--- src/rtl/id_ex_control_stage.sv ---
// rtl/id_ex_control_stage.sv - ID->EX control-word stage with 2-entry skid buffer, flush and starvation counter
module id_ex_control_stage #(
    parameter int                 CTRL_W      = 32,
    parameter logic [CTRL_W-1:0]  NOP_CONTROL = '0,
    parameter int                 CNT_W       = 16
) (
    input  logic              clk,
    input  logic              rst_n,
    input  logic              dec_valid,
    output logic              dec_ready,
    input  logic [CTRL_W-1:0] dec_control,
    input  logic              flush,
    output logic              ex_valid,
    input  logic              ex_ready,
    output logic [CTRL_W-1:0] control_in,
    output logic [CNT_W-1:0]  stall_cnt,
    input  logic              clr_stats
);

    typedef enum logic [1:0] {
        EMPTY = 2'd0,
        FULL  = 2'd1,
        SKID  = 2'd2
    } state_t;

    state_t            state_q, state_d;
    logic [CTRL_W-1:0] main_q, main_d;
    logic [CTRL_W-1:0] skid_q, skid_d;
    logic [CNT_W-1:0]  stall_cnt_q, stall_cnt_d;
    logic              accept;
    logic              consume;

    // Outputs decode only flop state, so nothing from dec_* or ex_ready reaches them combinationally.
    assign ex_valid   = (state_q != EMPTY);
    assign dec_ready  = (state_q != SKID);
    assign control_in = main_q;
    assign stall_cnt  = stall_cnt_q;

    assign accept  = dec_valid & dec_ready;
    assign consume = ex_valid & ex_ready;

    always_comb begin
        state_d = state_q;
        main_d  = main_q;
        skid_d  = skid_q;

        if (flush) begin
            state_d = EMPTY;
            main_d  = NOP_CONTROL;
            skid_d  = NOP_CONTROL;
        end else begin
            case (state_q)
                EMPTY: begin
                    if (accept) begin
                        state_d = FULL;
                        main_d  = dec_control;
                    end
                end
                FULL: begin
                    if (accept && !consume) begin
                        state_d = SKID;
                        skid_d  = dec_control;
                    end else if (accept && consume) begin
                        main_d  = dec_control;
                    end else if (consume) begin
                        state_d = EMPTY;
                        main_d  = NOP_CONTROL;
                    end
                end
                SKID: begin
                    if (consume) begin
                        state_d = FULL;
                        main_d  = skid_q;
                        skid_d  = NOP_CONTROL;
                    end
                end
                default: begin
                    state_d = EMPTY;
                    main_d  = NOP_CONTROL;
                    skid_d  = NOP_CONTROL;
                end
            endcase
        end
    end

    // Clear beats increment; counter sticks at all-ones.
    always_comb begin
        stall_cnt_d = stall_cnt_q;
        if (clr_stats) begin
            stall_cnt_d = '0;
        end else if (ex_ready && !ex_valid && (stall_cnt_q != {CNT_W{1'b1}})) begin
            stall_cnt_d = stall_cnt_q + CNT_W'(1);
        end
    end

    always_ff @(posedge clk or negedge rst_n) begin
        if (!rst_n) begin
            state_q     <= EMPTY;
            main_q      <= NOP_CONTROL;
            skid_q      <= NOP_CONTROL;
            stall_cnt_q <= '0;
        end else begin
            state_q     <= state_d;
            main_q      <= main_d;
            skid_q      <= skid_d;
            stall_cnt_q <= stall_cnt_d;
        end
    end

endmodule

--- config.mk ---
export PLATFORM = sky130hd
export DESIGN_NAME = id_ex_control_stage
export DESIGN_NICKNAME = d
export VERILOG_FILES = /design/src/rtl/id_ex_control_stage.sv
export SDC_FILE = /design/constraint.sdc
export NUM_CORES = 1
export LEC_CHECK = 0
export ABC_AREA = 1
export CORE_MARGIN = 2
export CORE_UTILIZATION = 55
export DETAILED_ROUTE_END_ITERATION = 10
export PLACE_DENSITY_LB_ADDON = 0.05
export SETUP_SLACK_MARGIN = 0.15
export SYNTH_ARGS = -nofsm -noshare
export SYNTH_HDL_FRONTEND = slang
export SYNTH_SLANG_ARGS = --single-unit
--- constraint.sdc ---
create_clock -name clk -period 4.5 [get_ports clk]
set_input_delay 0.9 -clock clk [delete_from_list [all_inputs] [get_ports clk]]
set_output_delay 0.9 -clock clk [all_outputs]
set_load 0.01 [all_outputs]
# Yosys cells after proc, flatten, opt, wreduce, memory -nomap -nowiden
# Index checks and enable logic that the tools add are counted.
[totals]
regBits = 82
inputBits = 38
wordCells = 50
[op_classes]
n_bitwise = 2
n_addsub = 1
mux = 19
reduce_logical = 12
n_eq_ne = 12
[ops]
columns = ["operator", "count"]
rows = [
  ["$mux W32", 8],
  ["$pmux W32 S3", 2],
  ["$mux W16", 2],
  ["$add A16 B1 Y16 const B", 1],
  ["$ne A16 B16 Y1 const B", 1],
  ["$mux W2", 6],
  ["$ne A3 B3 Y1 const B", 4],
  ["$ne A4 B4 Y1 const B", 3],
  ["$reduce_and A4 Y1", 2],
  ["$pmux W2 S3", 1],
  ["$logic_and A1 B1 Y1", 4],
  ["$ne A2 B2 Y1 const B", 2],
  ["$reduce_bool A2 Y1", 2],
  ["$reduce_and A3 Y1", 1],
  ["$and A1 B1 Y1", 2],
  ["$eq A2 B1 Y1 const B", 1],
  ["$eq A2 B2 Y1 const B", 1],
  ["$logic_not A1 Y1", 2],
  ["$logic_not A2 Y1", 1],
]

# Logic depth before layout (Yosys ltp)
# Gate-level depths: netlist of the first run.
[logic_depth]
ltp_word = 7
ltp_mapped = 10

# Worst setup path after synthesis of the first run
# OpenSTA, ideal clock, no wires.
[synth_path]
path_kind = "input -> register"
startpoint = "input port ex_ready"
endpoint = "register main_q[0], in the netlist control_in[0]"
stages = 9
arrival_ns = 1.916
setup_ns = 0.065
setup_slack_ns = 2.519
path_buffers = 2
required_time_ns = 4.435
cell_sequence = "clkinv_1 nand3_1 nand2_1 or2_1 buf_2 nor2_4 buf_4 nand2_1 nand2_1"
[synth_between]
elab_chain_cells = 6
word_cells_on_any_way = 12
cone_classes = "eq/ne: 3; mux: 4; bitwise: 1; reduce/logical: 4"
[synth_lines]
columns = ["item", "line", "source"]
rows = [
  ["start: declaration", "14", "input logic ex_ready,"],
  ["$and A1 B1 Y1 (*)", "40", "assign consume = ex_valid & ex_ready;"],
  ["$logic_and A1 B1 Y1", "63", "end else if (accept && consume) begin"],
  ["$mux W32", "63", ""],
  ["$mux W32", "60", "if (accept && !consume) begin"],
  ["$pmux W32 S3", "52", "case (state_q)"],
  ["$mux W32", "47", "if (flush) begin"],
  ["end signal: assignment", "104", "main_q <= main_d;"],
  ["end: declaration", "27", "logic [CTRL_W-1:0] main_q, main_d;"],
]
# Every way passes the cells marked *; elsewhere a longest branch is shown, timed or not. The select of a mux whose other input is x is not followed.
# A chain may end at the register's enable or synchronous reset.

# Worst setup path in the final report of the first run
[layout_path]
startpoint = "register state_q[0]"
endpoint = "output port dec_ready"
[layout_between]
elab_chain_cells = 1
[layout_lines]
columns = ["item", "line", "source"]
rows = [
  ["start: declaration", "26", "state_t state_q, state_d;"],
  ["start signal: assignment", "103", "state_q <= state_d;"],
  ["$ne A2 B2 Y1", "35", "assign dec_ready = (state_q != SKID);"],
  ["end: declaration", "10", "output logic dec_ready,"],
]
# No other way between the ends.

==> results of run 1 <==
==> worst max-delay path by stage <==
| stage | startpoint | endpoint | slack, ns | depth (start not counted) |
|---|---|---|---|---|
| final | state_q[0]$_DFFE_PN0P_ | dec_ready | 1.45 | 3 |
| after global routing | state_q[0]$_DFFE_PN0P_ | dec_ready | 1.32 | 3 |
| after CTS | state_q[0]$_DFFE_PN0P_ | dec_ready | 1.46 | 3 |
| after detailed placement | ex_ready | control_in[23]$_DFFE_PN0P_ | 1.40 | 9 |
| after floorplan | ex_ready | control_in[0]$_DFFE_PN0P_ | 2.52 | 9 |
| after global placement | ex_ready | control_in[31]$_DFFE_PN0P_ | 1.48 | 9 |
==> sequential cells by signal, summed over array words and instances, names as in the netlist <==
name	count
stall_cnt	16
state_q	2
skid_q	32
control_in	32
==> power breakdown <==
part,internal [mW],switching [mW]
combinational,0.157,0.234
sequential,0.800,0.0408
clock,0.259,0.278
total,1.22,0.553
==> through the flow <==
stage,hold slack (ns),cells,util
6_report,0.480,749,0.720
5_1_grt,0.500,749,0.720
4_1_cts,0.486,749,0.720
3_5_place_dp,0.464,733,0.694
3_3_place_gp,0.461,733,0.694
2_1_floorplan,0.449,569,-
==> cell families after synthesis <==
logic type	count (synthesis)	share of synthesized area
AOI/OAI and AO/OA	17	0.0221
xor gates and xnor gates	3	0.00636
adders and majority gates	1	0.00303
buffers and inverters	48	0.0506
DFF	82	0.497
and+or+nand+nor	418	0.421
==> cells in the final DEF (no fill, tap or decap), drive strengths merged, types with 3 or more instances in the layout <==
master,count
nor2,30
nand3,58
clkbuf,10
clkinv,5
dfrtp,82
o21ai,13
nand4,18
nand2,306
inv,23
or2,4
xor2,3
buf,4
clkdlybuf4s50,86
==> per-layer routing <==
layer  up-vias  wire, um  global-route usage
met2       142      4910               0.424
li1       1948         -                   -
met3        18       678              0.0459
met5         -         0                   0
met4         0       223               0.113
met1      1902      4460               0.344
==> layout make-up <==
class / instances / area, um2
multi-input cells: 439 / 1880
fillers: 579 / 2030
well taps: 99 / 124
flip-flops and latches: 82 / 2050
clock buffers: 10 / 128
clock inverters: 6 / 66.3
repair buffers: 90 / 891
inverters: 23 / 86.3
==> worst max-delay path, stage by stage, from the launching register on <==
cell	delay [ns]
sky130_fd_sc_hd__dfrtp_1	0.46
sky130_fd_sc_hd__nor2_4	0.74
sky130_fd_sc_hd__inv_1	0.08
sky130_fd_sc_hd__clkdlybuf4s50_1	0.51
==> results.txt, run 1 <==
Run status - complete, no violations
Detailed Place HPWL - 6600 um
Area share of the largest cell type after synthesis - 0.497
Initial standard-cell utilization of the core - 0.570
Total number of vias - 4010
Vertical extent of the die - 90.7 um
Layout net count - 684
Detailed Routing Iterations Pass 1 - 5
Die area - 8220 um2
Most common cell in the synthesized netlist - sky130_fd_sc_hd__nand2_1
Synth Warn # - 0
Total congestion overflow after global routing - 0
# hold bufs at CTS - 0
Clock insertion delay at the later pin of the skew report - 0.36 ns
Most frequently used flop master after synthesis - sky130_fd_sc_hd__dfrtp_1
WL final - 10300 um
Row cnt - 31
Post-synthesis sequential area ratio - 0.497
Via count of the first global-routing pass - 3810
Buffers inserted by post-CTS timing repair - 0
Weighted congestion reported at the end of routability-driven placement - 0.882
Wire length of the first global-routing pass - 17400 um
Final Hold Violating Endpoints - 0
Register bit count reported by yosys - 82
Largest buffer count on any clock path - 2
Total global-route track usage - 0.261
Hold path cells - 2
Synthesis-to-finish area growth - 26.4%
Fmax - 328 MHz
Number of unique standard cell types used by synthesis - 25
Max IR drop VDD - 0.000208 V
Post-Synthesis Mean Instance Area - 7.26 um2
Final routed wire length divided by cell count - 13.7 um
Die boundary width - 90.7 um
I/O pin count - 88
Final worst clock skew - 0.00900 ns
Post-Synthesis Net Count - 608
Data required time at the worst endpoint - 3.60 ns
Max_cap viols - 0
Clock tree from TritonCTS - done
Antenna violations before repair - 0
Worst Reg2Reg Path Length in Cells - 8
Placeable Area - 7250 um2
Commonest cells post-synth - sky130_fd_sc_hd__nand2_1 (306), sky130_fd_sc_hd__dfrtp_1 (82), sky130_fd_sc_hd__nand3_1 (58), sky130_fd_sc_hd__nor2_1 (22)
Maximum level of the CTS H-tree - 3
Drt initial violations - 267
Library cell with the largest summed area after synthesis - sky130_fd_sc_hd__dfrtp_1
Minimum period implied by the final worst setup slack - 3.05 ns
Post-DP Area - 5030 um2
Number of routed nets with antenna violations - 0
Number of DRC violations after detailed routing - 0
Leakage power - 2.68 nW
Type of the worst min-delay path - reg -> reg
Reg-to-reg critical path endpoint - control_in[23]$_DFFE_PN0P_
Proportion of layout cells with a drive suffix above 1 - 0.0554
Kind of launch point of the worst setup path - flop
Power per standard cell area - 338 nW/um2
CTS Root Cell - sky130_fd_sc_hd__clkbuf_8
Worst-margin pin slew - 1.06 ns
Origin of the worst min-delay path - control_in[2]$_DFFE_PN0P_
Number of antenna diodes - 0
CTS-repair resized insts - 0
Maximum fanout along the worst path - 35
Register-to-register path setup slack - 2.02 ns
Accumulated negative setup slack - 0 ns
Final Setup Violations - 0
Worst slack at placement - 1.40 ns
Vias per inst - 5.35
PnR worst setup slack - 1.45 ns
Cells taking the most area after synthesis - sky130_fd_sc_hd__dfrtp_1 (50%), sky130_fd_sc_hd__nand2_1 (28%), sky130_fd_sc_hd__nand3_1 (7.0%)
Netlist area before placement - 4130 um2
Critical path capture point type - output pin
Mapped Cells - 569
Number of synthesized flops with an enable pin - 0
Tcrit/Tclk final - 0.677
Worst setup path class - reg -> out
Ys async rst share - 1.00
Setup repair after global routing missed its margin - no
Hold EP - control_in[2]$_DFFE_PN0P_
Maximum number of pins on one net before global-route repair - 83
Count of final max-slew check failures - 0
Relative slew slack - 0.292
Final std cell area, no fill - 5230 um2
Arrival time at the worst endpoint - 2.15 ns
CTS buffer count - 9
Critical register-to-register path startpoint - state_q[0]$_DFFE_PN0P_
Post-CTS clock slew at the launch and capture registers of the worst setup and hold paths - 0.08 ns
Total power - 1.77 mW
Number of buffers added on ports - 87
Number of clock sinks seen by CTS - 82
Note: power is estimated with default switching activity, not from simulation.
==> run 2: changes to the inputs <==
Settings changed: CORE_UTILIZATION 55 to 51.
Clock period 4.5 ns to 3.15 ns, I/O delays scaled along.
==> run 2 against run 1 <==
Effect of this change:
- clock power grew 45%
- sequential cell count stayed put
- critical path type is now in -> reg
- hold slack lost 0.041 ns
- largest cell class unchanged
- cell area up 0.77%
- routed wire length grew 1.0%
- global-route usage fell by 0.87 points
==> results.txt, run 2 (synthesis gave the netlist of run 1 again) <==
Total congestion overflow after global routing - 0
Power per standard cell area - 483 nW/um2
Maximum level of the CTS H-tree - 3
Minimum period implied by the final worst setup slack - 2.46 ns
Filler cell count - 678
Fmax - 406 MHz
Maximum number of pins on one net before global-route repair - 83
Antenna violations before repair - 0
Row cnt - 32
Post-DP Area - 5070 um2
Buffers inserted by post-CTS timing repair - 0
Worst Setup EP - skid_q[6]$_DFFE_PN0P_
WL final - 10400 um
Run status - complete, no violations
Relative slew slack - 0.296
Initial standard-cell utilization of the core - 0.529
Number of routed nets with antenna violations - 0
Synthesis-to-finish area growth - 27.4%
Layout net count - 688
Final Setup Violations - 0
Detailed Place HPWL - 6750 um
DP Cell Count - 740
Maximum fanout along the worst path - 42
# hold bufs at CTS - 0
Portion of total power attributed to the clock network - 0.306
CTS Root Cell - sky130_fd_sc_hd__clkbuf_8
Final worst clock skew - 0.00780 ns
Switching Power - 0.783 mW
Launching instance or port of the critical path - dec_valid
Part of the total power dissipated in combinational logic - 0.223
Internal power - 1.76 mW
Worst slack at placement - 0.321 ns
Tcrit/Tclk final - 0.782
Worst-margin pin slew - 1.06 ns
Die boundary width - 94.0 um
Final Non-Filler Cells - 756
Data required time at the worst endpoint - 3.40 ns
Register-to-register path setup slack - 0.81 ns
Clock insertion delay at the later pin of the skew report - 0.36 ns
CTS buffer count - 9
Kind of launch point of the worst setup path - input port
Detailed Routing Iterations Pass 1 - 5
Type of the worst min-delay path - in -> async
Drt initial violations - 249
I/O pin count - 88
Total number of vias - 3981
Number of clock sinks seen by CTS - 82
Placeable Area - 7810 um2
Max IR drop VDD - 0.000280 V
Worst setup path class - in -> reg
Fraction of power spent switching nets - 0.308
Clock tree from TritonCTS - done
Worst Reg2Reg Path Length in Cells - 7
Setup repair after global routing missed its margin - no
PnR worst setup slack - 0.686 ns
Arrival time at the worst endpoint - 2.72 ns
Leakage power - 2.71 nW
Register share of total power - 0.472
Post-CTS clock slew at the launch and capture registers of the worst setup and hold paths - 0.08 ns
Total power - 2.54 mW
Wire length of the first global-routing pass - 17700 um
Most frequent cells in the layout - sky130_fd_sc_hd__nand2_1 (306), sky130_fd_sc_hd__clkdlybuf4s50_1 (86), sky130_fd_sc_hd__dfrtp_1 (82)
Number of DRC violations after detailed routing - 0
Sequential cell area - 2050 um2
Total area of multi-input combinational cells - 1880 um2
Vertical extent of the die - 94.0 um
Reg-to-reg critical path endpoint - skid_q[6]$_DFFE_PN0P_
Number of buffers added on ports - 87
Total global-route track usage - 0.252
Critical path capture point type - flop
Via count of the first global-routing pass - 3753
Count of final max-slew check failures - 0
Max_cap viols - 0
Largest buffer count on any clock path - 2
Accumulated negative setup slack - 0 ns
Final std cell area, no fill - 5270 um2
Most common library cell in the layout ignoring fill and taps - sky130_fd_sc_hd__nand2_1
Vias per inst - 5.27
Proportion of layout cells with a drive suffix above 1 - 0.0627
Die area - 8840 um2
Number of antenna diodes - 0
Final Hold Violating Endpoints - 0
CTS-repair resized insts - 0
Final routed wire length divided by cell count - 13.7 um
Weighted congestion reported at the end of routability-driven placement - 0.801
Critical register-to-register path startpoint - state_q[1]$_DFFE_PN0P_
[run 2: cell types whose count changed in the layout (fill, tap and decap cells not counted)]
| cell | before | now |
|---|---|---|
| sky130_fd_sc_hd__clkbuf_8 | 9 | 10 |
| sky130_fd_sc_hd__nand3_2 | 0 | 1 |
| sky130_fd_sc_hd__buf_4 | 4 | 8 |
| sky130_fd_sc_hd__inv_6 | 1 | 0 |
| sky130_fd_sc_hd__clkinv_4 | 2 | 1 |
| sky130_fd_sc_hd__nand3_1 | 58 | 57 |
| sky130_fd_sc_hd__clkinv_2 | 2 | 3 |
[run 2: area by class of cell]
| class | instances | share of cell area |
|---|---|---|
| clock buffers | 11 | 0.0269 |
| clock inverters | 5 | 0.0102 |
| inverters | 23 | 0.0164 |
| multi-input cells | 439 | 0.358 |
| flip-flops and latches | 82 | 0.390 |
| well taps | 102 | 0.0242 |
| repair buffers | 94 | 0.175 |
[run 2: power groups by stage]
stage / Combinational, mW / Clock (mW) / Sequential [mW]
after floorplan: 0.278 / 0 / 1.24
after global placement: 0.562 / 0 / 1.22
after detailed placement: 0.570 / 0 / 1.22
after CTS: 0.571 / 0.787 / 1.20
after global routing: 0.632 / 0.832 / 1.21
final: 0.566 / 0.777 / 1.20
[run 2: worst min-delay path by stage]
stage               slack (ns)  depth (start not counted)                  startpoint                    endpoint
floorplan                 0.33                          0                       rst_n   control_in[0]$_DFFE_PN0P_
global placement          0.46                          2   control_in[4]$_DFFE_PN0P_   control_in[4]$_DFFE_PN0P_
detailed placement        0.46                          2  control_in[12]$_DFFE_PN0P_  control_in[12]$_DFFE_PN0P_
CTS                       0.49                          2   control_in[4]$_DFFE_PN0P_   control_in[4]$_DFFE_PN0P_
global route              0.51                          2   control_in[0]$_DFFE_PN0P_   control_in[0]$_DFFE_PN0P_
finish                    0.44                          1                       rst_n   control_in[6]$_DFFE_PN0P_
[run 2: worst max-delay path, cell delays in order]
cell,delay (ns)
sky130_fd_sc_hd__clkdlybuf4s50_1,0.47
sky130_fd_sc_hd__inv_1,0.08
sky130_fd_sc_hd__nor2_4,0.21
sky130_fd_sc_hd__o21ai_1,0.16
sky130_fd_sc_hd__nand2_1,0.11
sky130_fd_sc_hd__nand3_2,0.63
sky130_fd_sc_hd__o21ai_1,0.40
[run 2: stage by stage]
| stage | hold WS, ns | util |
|---|---|---|
| final | 0.438 | 0.674 |
| after global routing | 0.505 | 0.674 |
| after CTS | 0.485 | 0.674 |
| after detailed placement | 0.464 | 0.649 |
| after global placement | 0.461 | 0.649 |
| after floorplan | 0.334 | - |
[run 2: routing by layer]
layer  track usage  wire length (um)  part of all wire
met2         0.401              4920              0.47
met5             0                 0                 0
met1         0.351              4790              0.46
met3        0.0409               533             0.051
met4        0.0894               135             0.013
==> run 3: changes to the inputs <==
Settings changed: CORE_UTILIZATION 51 to 46.
Clock period 3.15 ns to 2.07 ns, I/O delays scaled along.
==> run 3 against run 2 <==
Effect of this change:
- the run now ends with negative hold slack left
- sequential cell count stayed put
- setup slack worse by 0.48 ns
- die area increased by 10%
- register-to-register slack worse by 0.49 ns
- routed wire length increased by 1.2%
- utilization shrank 3.5 points
- combinational power is 72% higher
- cell count increased by 4.1%
- via count barely moved
- sequential share of layout area shrank 2.1 points
- first-iteration DRC count shrank 28%
- critical path type is now reg -> out
- largest cell class unchanged
- highest routed layer unchanged
==> results.txt, run 3 (synthesis gave the netlist of run 1 again) <==
Detailed Routing Iterations Pass 1 - 5
Number of routed nets with antenna violations - 0
Drt initial violations - 180
Tcrit/Tclk final - 0.901
Placeable Area - 8720 um2
Count of final max-slew check failures - 0
Detailed Place HPWL - 7220 um
Clock tree from TritonCTS - done
Number of buffers added on ports - 87
Fmax - 536 MHz
Total number of vias - 3978
WL final - 10500 um
Max_cap viols - 0
Worst Reg2Reg Path Length in Cells - 8
Type of the worst min-delay path - in -> async
Number of DRC violations after detailed routing - 0
CTS Root Cell - sky130_fd_sc_hd__clkbuf_8
I/O pin count - 88
Data required time at the worst endpoint - 1.66 ns
Buffering stage count on the worst path with inverters included - 2
Most common library cell in the layout ignoring fill and taps - sky130_fd_sc_hd__nand2_1
Largest buffer count on any clock path - 2
Number of antenna diodes - 0
Post-CTS clock slew at the launch and capture registers of the worst setup and hold paths - 0.08 ns
Power per standard cell area - 740 nW/um2
# hold bufs at CTS - 0
Final std cell area, no fill - 5570 um2
Minimum period implied by the final worst setup slack - 1.87 ns
Critical path capture point type - output pin
Proportion of layout cells with a drive suffix above 1 - 0.0987
Maximum number of pins on one net before global-route repair - 37
Most frequent cells in the layout - sky130_fd_sc_hd__nand2_1 (306), sky130_fd_sc_hd__clkdlybuf4s50_1 (85), sky130_fd_sc_hd__dfrtp_1 (81)
Number of gates on the worst path with buffers counted - 3
Row cnt - 34
Filler cell count - 804
Layout net count - 713
Worst-margin pin slew - 0.583 ns
Max IR drop VDD - 0.000358 V
Number of clock sinks seen by CTS - 82
Final Setup Violations - 0
Final routed wire length divided by cell count - 13.3 um
Setup repair after global routing missed its margin - no
Die area - 9760 um2
Initial standard-cell utilization of the core - 0.474
PnR worst setup slack - 0.204 ns
Maximum level of the CTS H-tree - 3
Final Hold Violating Endpoints - 4
Post-DP Area - 5290 um2
Launching instance or port of the critical path - state_q[0]$_DFFE_PN0P_
Final worst clock skew - 0.0160 ns
Total congestion overflow after global routing - 0
Synthesis-to-finish area growth - 34.9%
Wire length of the first global-routing pass - 17500 um
Critical register-to-register path startpoint - state_q[1]$_DFFE_PN0P_
Worst hold margin - -0.00538 ns
Reg-to-reg critical path endpoint - control_in[30]$_DFFE_PN0P_
Arrival time at the worst endpoint - 1.45 ns
Critical Path Max Stage Delay - 0.53 ns
Run status - complete, but fails checks
Relative slew slack - 0.611
Antenna violations before repair - 0
Accumulated negative setup slack - 0 ns
Register-to-register path setup slack - 0.32 ns
Worst-path cell chain - nor2_4 -> inv_2 -> clkdlybuf4s50_1
Worst Setup EP - ex_valid
Weighted congestion reported at the end of routability-driven placement - 0.911
Utilization of the core after routing - 0.639
Worst setup path class - reg -> out
Kind of launch point of the worst setup path - flop
CTS buffer count - 9
Crit-path leading delay family - buffers and inverters
Via count of the first global-routing pass - 3700
Maximum fanout along the worst path - 5
Die boundary width - 98.8 um
Leakage power - 2.86 nW
Vertical extent of the die - 98.8 um
Cell with the biggest individual delay on the critical path - sky130_fd_sc_hd__clkdlybuf4s50_1
Vias per inst - 5.05
Clock insertion delay at the later pin of the skew report - 0.35 ns
Total global-route track usage - 0.220
Worst slack at placement - -0.263 ns
Failing checks - negative hold slack
==> run 3: cell count changes in the layout (fill, tap and decap cells not counted), moves of 2 or more <==
cell / previous run / this run
sky130_fd_sc_hd__buf_12: 0 / 5
sky130_fd_sc_hd__nor2_2: 5 / 3
sky130_fd_sc_hd__nor2_4: 4 / 6
sky130_fd_sc_hd__buf_4: 8 / 28
sky130_fd_sc_hd__clkinv_2: 3 / 0
==> run 3: layout make-up <==
| class | count | area, um2 | area share |
|---|---|---|---|
| Clock buffer | 11 | 141 | 0.0254 |
| Clock inverter | 5 | 85.1 | 0.0153 |
| Inverter | 23 | 88.8 | 0.0159 |
| Multi-Input combinational cell | 439 | 1900 | 0.341 |
| Sequential cell | 82 | 2050 | 0.368 |
| Tap cell | 108 | 135 | 0.0242 |
| Timing Repair Buffer | 119 | 1170 | 0.210 |
==> run 3: worst min-delay path by stage <==
stage | from | endpoint | slack (ns)
final | rst_n | stall_cnt[3]$_DFFE_PN0P_ | -0.005
after global routing | rst_n | control_in[18]$_DFFE_PN0P_ | 0.01
after CTS | rst_n | control_in[18]$_DFFE_PN0P_ | 0.002
after detailed placement | rst_n | stall_cnt[3]$_DFFE_PN0P_ | 0.38
after global placement | rst_n | stall_cnt[4]$_DFFE_PN0P_ | 0.38
after floorplan | rst_n | control_in[0]$_DFFE_PN0P_ | 0.12
==> run 3: stage by stage <==
stage / power [mW] / hold WS, ns / instances
2_1_floorplan: 2.30 / 0.118 / 569
3_3_place_gp: 2.79 / 0.383 / 767
3_5_place_dp: 2.80 / 0.383 / 767
4_1_cts: 4.15 / 0.00248 / 784
5_1_grt: 4.33 / 0.0102 / 787
6_report: 4.12 / -0.00538 / 787
==> run 3: routing by layer <==
metal	share of wire	track usage	vias up	wire length (um)
met3	0.051	0.0489	10	532
met1	0.45	0.299	1846	4770
met5	0	0	-	0
li1	-	-	2009	-
met4	0.011	0.0601	0	111
met2	0.48	0.357	113	5090
==> run 3: where the power goes <==
| group | switching, mW | internal (mW) | leakage (nW) |
|---|---|---|---|
| clock network | 0.603 | 0.720 | 0.110 |
| registers | 0.0878 | 1.74 | 1.11 |
| logic | 0.531 | 0.442 | 1.64 |
| total | 1.22 | 2.90 | 2.86 |
==> run 3: repair_timing <==
item	4_1_cts	5_1_grt
gates cloned	0	0
pin swaps	1	2
setup endpoints to repair	38	13
setup buffers	1	3
resized for setup	5	1
